## src/rtl/axis_splitter.sv

```systemverilog
// axis_splitter: fans one complex AXI-stream pair (real + imag) out to four
// channel outputs (00, 01, 20, 21), each with a real and an imag lane.
// Every sample is arithmetically right-shifted by SHIFT on the way through.
// Each lane is a one-entry register with its own tready, so the slowest
// enabled lane throttles the shared input.
module axis_splitter #(
    parameter int SDATA_WIDTH   = 128,
    parameter int SSAMPLE_WIDTH = 16,
    parameter int SAMPLES       = SDATA_WIDTH / SSAMPLE_WIDTH,
    parameter int SHIFT         = 0,
    parameter int CNT_WIDTH     = 32
) (
    input  logic                     clock,
    input  logic                     resetn,
    input  logic [3:0]               chan_enable,

    input  logic                     s_axis_real_tvalid,
    output logic                     s_axis_real_tready,
    input  logic [SDATA_WIDTH-1:0]   s_axis_real_tdata,
    input  logic                     s_axis_real_tlast,
    input  logic                     s_axis_imag_tvalid,
    output logic                     s_axis_imag_tready,
    input  logic [SDATA_WIDTH-1:0]   s_axis_imag_tdata,
    input  logic                     s_axis_imag_tlast,

    output logic [SDATA_WIDTH-1:0]   m00_axis_real_s2mm_tdata,
    output logic [SDATA_WIDTH/8-1:0] m00_axis_real_s2mm_tkeep,
    output logic                     m00_axis_real_s2mm_tlast,
    output logic                     m00_axis_real_s2mm_tvalid,
    input  logic                     m00_axis_real_s2mm_tready,
    output logic [SDATA_WIDTH-1:0]   m00_axis_imag_s2mm_tdata,
    output logic [SDATA_WIDTH/8-1:0] m00_axis_imag_s2mm_tkeep,
    output logic                     m00_axis_imag_s2mm_tlast,
    output logic                     m00_axis_imag_s2mm_tvalid,
    input  logic                     m00_axis_imag_s2mm_tready,

    output logic [SDATA_WIDTH-1:0]   m01_axis_real_s2mm_tdata,
    output logic [SDATA_WIDTH/8-1:0] m01_axis_real_s2mm_tkeep,
    output logic                     m01_axis_real_s2mm_tlast,
    output logic                     m01_axis_real_s2mm_tvalid,
    input  logic                     m01_axis_real_s2mm_tready,
    output logic [SDATA_WIDTH-1:0]   m01_axis_imag_s2mm_tdata,
    output logic [SDATA_WIDTH/8-1:0] m01_axis_imag_s2mm_tkeep,
    output logic                     m01_axis_imag_s2mm_tlast,
    output logic                     m01_axis_imag_s2mm_tvalid,
    input  logic                     m01_axis_imag_s2mm_tready,

    output logic [SDATA_WIDTH-1:0]   m20_axis_real_s2mm_tdata,
    output logic [SDATA_WIDTH/8-1:0] m20_axis_real_s2mm_tkeep,
    output logic                     m20_axis_real_s2mm_tlast,
    output logic                     m20_axis_real_s2mm_tvalid,
    input  logic                     m20_axis_real_s2mm_tready,
    output logic [SDATA_WIDTH-1:0]   m20_axis_imag_s2mm_tdata,
    output logic [SDATA_WIDTH/8-1:0] m20_axis_imag_s2mm_tkeep,
    output logic                     m20_axis_imag_s2mm_tlast,
    output logic                     m20_axis_imag_s2mm_tvalid,
    input  logic                     m20_axis_imag_s2mm_tready,

    output logic [SDATA_WIDTH-1:0]   m21_axis_real_s2mm_tdata,
    output logic [SDATA_WIDTH/8-1:0] m21_axis_real_s2mm_tkeep,
    output logic                     m21_axis_real_s2mm_tlast,
    output logic                     m21_axis_real_s2mm_tvalid,
    input  logic                     m21_axis_real_s2mm_tready,
    output logic [SDATA_WIDTH-1:0]   m21_axis_imag_s2mm_tdata,
    output logic [SDATA_WIDTH/8-1:0] m21_axis_imag_s2mm_tkeep,
    output logic                     m21_axis_imag_s2mm_tlast,
    output logic                     m21_axis_imag_s2mm_tvalid,
    input  logic                     m21_axis_imag_s2mm_tready,

    output logic [CNT_WIDTH-1:0]     frame_count
);

    localparam int KEEP_WIDTH = SDATA_WIDTH / 8;
    localparam int LANES      = 8;

    // Lane numbering: lane = 2*channel + (imag ? 1 : 0), channels 00,01,20,21.
    logic [LANES-1:0]       laneValid_q, laneValid_d;
    logic [LANES-1:0]       laneLast_q,  laneLast_d;
    logic [SDATA_WIDTH-1:0] laneData_q [LANES];
    logic [SDATA_WIDTH-1:0] laneData_d [LANES];
    logic [KEEP_WIDTH-1:0]  laneKeep_q [LANES];
    logic [KEEP_WIDTH-1:0]  laneKeep_d [LANES];
    logic [3:0]             mask_q, mask_d;
    logic                   inFrame_q, inFrame_d;
    logic [CNT_WIDTH-1:0]   frameCount_q, frameCount_d;

    logic [LANES-1:0]       laneReady;
    logic [LANES-1:0]       laneFree;
    logic [LANES-1:0]       laneLoad;
    logic [3:0]             maskCur;
    logic                   rdy;
    logic                   accept;
    logic [SDATA_WIDTH-1:0] realScaled;
    logic [SDATA_WIDTH-1:0] imagScaled;

    // Per-sample arithmetic right shift; the result always fits the sample width.
    function automatic logic [SDATA_WIDTH-1:0] scaleBeat(input logic [SDATA_WIDTH-1:0] din);
        logic [SDATA_WIDTH-1:0] dout;
        dout = '0;
        for (int k = 0; k < SAMPLES; k++) begin
            dout[k*SSAMPLE_WIDTH +: SSAMPLE_WIDTH] =
                $signed(din[k*SSAMPLE_WIDTH +: SSAMPLE_WIDTH]) >>> SHIFT;
        end
        return dout;
    endfunction

    assign realScaled = scaleBeat(s_axis_real_tdata);
    assign imagScaled = scaleBeat(s_axis_imag_tdata);

    assign laneReady = {m21_axis_imag_s2mm_tready, m21_axis_real_s2mm_tready,
                        m20_axis_imag_s2mm_tready, m20_axis_real_s2mm_tready,
                        m01_axis_imag_s2mm_tready, m01_axis_real_s2mm_tready,
                        m00_axis_imag_s2mm_tready, m00_axis_real_s2mm_tready};

    // Handshake decision and next state for the frame tracker and every lane.
    // Mid-frame the latched mask rules; between frames chan_enable applies
    // directly so the first beat of a frame already uses the new mask.
    always_comb begin
        maskCur  = inFrame_q ? mask_q : chan_enable;
        laneFree = ~laneValid_q | laneReady;
        rdy      = 1'b1;
        for (int c = 0; c < 4; c++) begin
            if (maskCur[c] && !(laneFree[2*c] && laneFree[2*c+1])) begin
                rdy = 1'b0;
            end
        end
        accept = s_axis_real_tvalid & s_axis_imag_tvalid & rdy;

        mask_d       = mask_q;
        inFrame_d    = inFrame_q;
        frameCount_d = frameCount_q;
        if (accept) begin
            if (!inFrame_q) begin
                mask_d = chan_enable;
            end
            inFrame_d = !s_axis_real_tlast;
            if (s_axis_real_tlast) begin
                frameCount_d = frameCount_q + CNT_WIDTH'(1);
            end
        end

        laneLoad    = '0;
        laneValid_d = laneValid_q;
        laneLast_d  = laneLast_q;
        laneData_d  = laneData_q;
        laneKeep_d  = laneKeep_q;
        for (int l = 0; l < LANES; l++) begin
            laneLoad[l] = accept & maskCur[l/2];
            if (laneLoad[l]) begin
                laneValid_d[l] = 1'b1;
                laneKeep_d[l]  = '1;
                if (l % 2 == 1) begin
                    laneData_d[l] = imagScaled;
                    laneLast_d[l] = s_axis_imag_tlast;
                end else begin
                    laneData_d[l] = realScaled;
                    laneLast_d[l] = s_axis_real_tlast;
                end
            end else if (laneReady[l]) begin
                laneValid_d[l] = 1'b0;
            end
        end
    end

    // State registers; reset drops every pending beat and any open frame.
    always_ff @(posedge clock) begin
        if (!resetn) begin
            mask_q       <= '0;
            inFrame_q    <= 1'b0;
            frameCount_q <= '0;
            laneValid_q  <= '0;
            laneLast_q   <= '0;
            for (int l = 0; l < LANES; l++) begin
                laneData_q[l] <= '0;
                laneKeep_q[l] <= '0;
            end
        end else begin
            mask_q       <= mask_d;
            inFrame_q    <= inFrame_d;
            frameCount_q <= frameCount_d;
            laneValid_q  <= laneValid_d;
            laneLast_q   <= laneLast_d;
            laneData_q   <= laneData_d;
            laneKeep_q   <= laneKeep_d;
        end
    end

    // Both input streams share one ready so they always transfer together.
    assign s_axis_real_tready = resetn & accept;
    assign s_axis_imag_tready = resetn & accept;
    assign frame_count        = frameCount_q;

    assign m00_axis_real_s2mm_tdata  = laneData_q[0];
    assign m00_axis_real_s2mm_tkeep  = laneKeep_q[0];
    assign m00_axis_real_s2mm_tlast  = laneLast_q[0];
    assign m00_axis_real_s2mm_tvalid = laneValid_q[0];
    assign m00_axis_imag_s2mm_tdata  = laneData_q[1];
    assign m00_axis_imag_s2mm_tkeep  = laneKeep_q[1];
    assign m00_axis_imag_s2mm_tlast  = laneLast_q[1];
    assign m00_axis_imag_s2mm_tvalid = laneValid_q[1];
    assign m01_axis_real_s2mm_tdata  = laneData_q[2];
    assign m01_axis_real_s2mm_tkeep  = laneKeep_q[2];
    assign m01_axis_real_s2mm_tlast  = laneLast_q[2];
    assign m01_axis_real_s2mm_tvalid = laneValid_q[2];
    assign m01_axis_imag_s2mm_tdata  = laneData_q[3];
    assign m01_axis_imag_s2mm_tkeep  = laneKeep_q[3];
    assign m01_axis_imag_s2mm_tlast  = laneLast_q[3];
    assign m01_axis_imag_s2mm_tvalid = laneValid_q[3];
    assign m20_axis_real_s2mm_tdata  = laneData_q[4];
    assign m20_axis_real_s2mm_tkeep  = laneKeep_q[4];
    assign m20_axis_real_s2mm_tlast  = laneLast_q[4];
    assign m20_axis_real_s2mm_tvalid = laneValid_q[4];
    assign m20_axis_imag_s2mm_tdata  = laneData_q[5];
    assign m20_axis_imag_s2mm_tkeep  = laneKeep_q[5];
    assign m20_axis_imag_s2mm_tlast  = laneLast_q[5];
    assign m20_axis_imag_s2mm_tvalid = laneValid_q[5];
    assign m21_axis_real_s2mm_tdata  = laneData_q[6];
    assign m21_axis_real_s2mm_tkeep  = laneKeep_q[6];
    assign m21_axis_real_s2mm_tlast  = laneLast_q[6];
    assign m21_axis_real_s2mm_tvalid = laneValid_q[6];
    assign m21_axis_imag_s2mm_tdata  = laneData_q[7];
    assign m21_axis_imag_s2mm_tkeep  = laneKeep_q[7];
    assign m21_axis_imag_s2mm_tlast  = laneLast_q[7];
    assign m21_axis_imag_s2mm_tvalid = laneValid_q[7];

endmodule

```

## config.mk

```make
export PLATFORM = sky130hd
export DESIGN_NAME = axis_splitter
export DESIGN_NICKNAME = d
export VERILOG_FILES = /design/src/rtl/axis_splitter.sv
export SDC_FILE = /design/constraint.sdc
export NUM_CORES = 2
export LEC_CHECK = 0
export ABC_AREA = 1
export BUFFER_PORTS_ARGS = -buffer_cell sky130_fd_sc_hd__buf_2
export CAP_MARGIN = 0
export CORE_AREA = 5 5 568 570
export CTS_CLUSTER_SIZE = 12
export DETAILED_ROUTE_END_ITERATION = 10
export DIE_AREA = 0 0 573 575
export GPL_ROUTABILITY_DRIVEN = 0
export SETUP_SLACK_MARGIN = 0.05
export SLEW_MARGIN = 20
export SYNTH_ARGS = -nofsm -noshare
export SYNTH_HDL_FRONTEND = slang
export SYNTH_SLANG_ARGS = --single-unit
```

## constraint.sdc

```tcl
create_clock -name clock -period 2.41 [get_ports clock]
set_clock_uncertainty 0.15 [all_clocks]
set_input_delay 0.1205 -clock clock [delete_from_list [all_inputs] [get_ports clock]]
set_output_delay 0.1205 -clock clock [all_outputs]
set_load 0.02 [all_outputs]
```

==> metrics.csv <==
metric,value,unit
p_total,46700,uW
htree_levels,4,
clock_sinks,1081,
cts_made_buffers,135,
violations,negative setup slack,
synth_top_family_by_area,simple AND/OR/NAND/NOR gates,
io_buffers,1475,
p_int,32800,uW
r2r-end,m20_axis_real_s2mm_tdata[69],
fp.dieH,575,um
start_util,12.8,%
seqPwrFrac,40.4,%
crit_required,2.14,ns
yosys.area.top_type,dfxtp_1,
rsz0062_at_grt,yes,
use_met1,18.3,%
cp_max_fo,6,
fin_setup_tns,-0.0857,ns
syn_to_final_growth,49.9,%
grtUsageMet2,23.8,%
top_usage_layer,met2,
max_freq,406,MHz
muxShareOfSynthArea,0,%
final-hold-violation-count,0,
pwr-share-clk,45.0,%
synth-simple-area-share,25.3,%
syn_area,0.0405,sq mm
max-cap-violations,0,
crit_path_end_kind,output port,
dp_hpwl,205,mm
maxSlewHeadroom,33.9,%
synth_area_leaders,"dfxtp_1, a21oi_1, nand3_1",
grt_max_degree,98,
syn-instance-count,5151,
wirelength,268,mm
grt_pass1_wl,359,mm
finalWorstSetupSlack,-0.0528,ns
fillers,35500,
yosysSeqAreaShare,53.4,%
fin_crit,2.46,ns
power_switching,13900,uW
drt_iter0_markers,4155,
synth_top_area_share,53.4,%
io_pins,1476,
cts_root_buffer,clkbuf_16,
synth-warning-count,0,
yosysUniqueCellTypes,21,
layout.nets,6983,
clock_latency,0.79,ns
min_path_type,input pin to flop,
reg2reg_slack,0.16,ns
crit_type,flop to output port,
tightest_slew,0.992,ns
coreArea,0.317,sq mm
tritoncts,yes,
setup_viol,2,
final_max_slew_viol_count,0,
syn-num-nets,5426,
antenna_found_initial,61,
reg2reg_depth,7,
grt_overflow,0,
row_count,207,
cp_data_arrival_time,2.19,ns
synth_seq_cells,1081,
hp-start,resetn,
power.density,769,mW/mm^2
avgViaCountPerCell,4.10,
peakVddDrop,0.509,mV
synth_compound_area_share,13.4,%
whs_path_depth,4,
p_sw_share,29.7,%
dr.pass1.iters,5,
wl_per_cell,24.4,um
status,"finished, violations left",
met3_usage,5.89,%
drcViolationCount,0,
die_area,0.329,sq mm
worstSetupStartpointType,flop,
num_vias,45100,
post-route-util,19.2,%
period_share,102,%
p_leak,0.0246,uW
clk_pin_slew,0.06,ns
fp.dieW,573,um
syn_avg_cell_area,7.86,sq um
p_comb_share,14.6,%
synth-xor-area-share,0.238,%
grt_pass1_vias,42500,
synth_adder_area_share,0.0309,%
hold_end,inFrame_q,
drive_above_1_share,28.5,%
grtUsageTotal,15.3,%
cts_buffer_depth,4,
ant_nets,0,
r2r_start,inFrame_q,
[power groups by stage]
stage / logic [uW] / clock network (uW) / registers (uW)
after CTS: 6870 / 21600 / 18900
after global routing: 7220 / 22200 / 18900
final: 6830 / 21000 / 18900
after detailed placement: 6300 / 0 / 19200
after floorplan: 2340 / 0 / 20000
after global placement: 6290 / 0 / 19200
[logic make-up (layout without fill, tap and decap cells)]
family	after synthesis	after routing
other cells	0	32
compound gates	1081	1081
flops	1081	1081
xor+xnor	11	11
fa+ha+maj	1	1
simple gates	2359	2359
buf+inv	618	2266
[critical path, stage by stage (launching register included)]
cell and delay, ns:
dfxtp_4 0.40, inv_8 0.06, nand2_4 0.06, nand2_4 0.07
nand2_4 0.08, nand3_4 0.08, nor2_4 0.09, buf_6 0.11
buf_8 0.10, inv_4 0.04, nor2_4 0.09, buf_6 0.12
buf_8 0.13
[per-layer routing]
layer  vias to the layer above  routed length, um  part of all wire (%)
li1                      20400                  -                     -
met5                         -                116                 0.043
met3                       560              30300                    11
met4                        20              14800                   5.5
met2                      2567             118000                    44
met1                     21600             105000                    39
[cells in the final DEF (no fill, tap or decap), drive strengths merged]
master / instances
a21oi: 1080
buf: 1695
bufinv: 10
clkbuf: 185
clkinv: 17
clkinvlp: 5
dfxtp: 1081
diode: 32
dlygate4sd3: 313
dlymetal6s4s: 3
ha: 1
inv: 38
nand2: 1235
nand3: 1049
nand3b: 15
nand4: 3
nor2: 56
nor3: 1
o21ai: 1
xnor2: 4
xor2: 7
[through the flow]
stage,hold WS (ns),area [sq um],setup slack (ns),instances
floorplan,0.106,40500,0.299,5151
CTS,-0.607,60500,-0.201,11000
global route,0.0119,60700,-0.190,11000
global placement,0.251,52700,-0.213,10400
detailed placement,0.255,52700,-0.223,10400
finish,0.0533,60700,-0.0528,11000
[sequential cells by signal, summed over array words and instances, names as in the netlist]
name                      count
laneValid_q                   8
m00_axis_imag_s2mm_tkeep      1
mask_q                        4
m01_axis_imag_s2mm_tkeep      1
m21_axis_imag_s2mm_tkeep      1
m20_axis_real_s2mm_tdata    128
m00_axis_real_s2mm_tdata    128
m01_axis_imag_s2mm_tdata    128
laneLast_q                    8
m01_axis_real_s2mm_tdata    128
m20_axis_imag_s2mm_tkeep      1
frame_count                  32
inFrame_q                     1
m21_axis_real_s2mm_tdata    128
m21_axis_imag_s2mm_tdata    128
m00_axis_imag_s2mm_tdata    128
m20_axis_imag_s2mm_tdata    128
[worst max path at each step]
| stage | start | end | slack (ns) |
|---|---|---|---|
| 6_report | inFrame_q | s_axis_imag_tready | -0.05 |
| 5_1_grt | inFrame_q | s_axis_imag_tready | -0.19 |
| 4_1_cts | inFrame_q | s_axis_imag_tready | -0.20 |
| 3_5_place_dp | laneValid_q[4] | m21_axis_imag_s2mm_tdata[3] | -0.22 |
| 3_3_place_gp | laneValid_q[4] | m21_axis_imag_s2mm_tdata[3] | -0.21 |
| 2_1_floorplan | inFrame_q | s_axis_real_tready | 0.30 |
[cell type report]
type / instances / area, sq um / share of cell area, %
Clock buffer: 184 / 3840 / 6.33
Sequential cell: 1081 / 21600 / 35.6
Antenna cell: 32 / 80.1 / 0.132
Inverter: 26 / 115 / 0.190
Tap cell: 4180 / 5230 / 8.61
Clock inverter: 44 / 619 / 1.02
Timing Repair Buffer: 2012 / 13200 / 21.8
Multi-Input combinational cell: 3452 / 16000 / 26.3
[cells in the mapped netlist]
library cell / n
buf_1: 1
dfxtp_1: 1081
inv_2: 2
nor2_4: 1
buf_4: 152
nand2_1: 1235
a21oi_1: 1080
buf_6: 1
ha_1: 1
clkbuf_1: 273
nand3b_1: 15
xnor2_1: 4
xor2_1: 7
buf_2: 165
nor3_1: 1
o21ai_0: 1
nor2_1: 55
nand3_2: 1
nand4_1: 3
nand3_1: 1048
inv_1: 24
[timing repair]
item,4_1_cts,5_1_grt
pin swaps,11,10
endpoints found under the hold margin,1077,2
hold buffers,315,3
gates cloned,0,1
endpoints found under the setup margin,937,101
buffers inserted,5,2
resized for setup,41,16
Note: power is estimated with default switching activity, not from simulation.
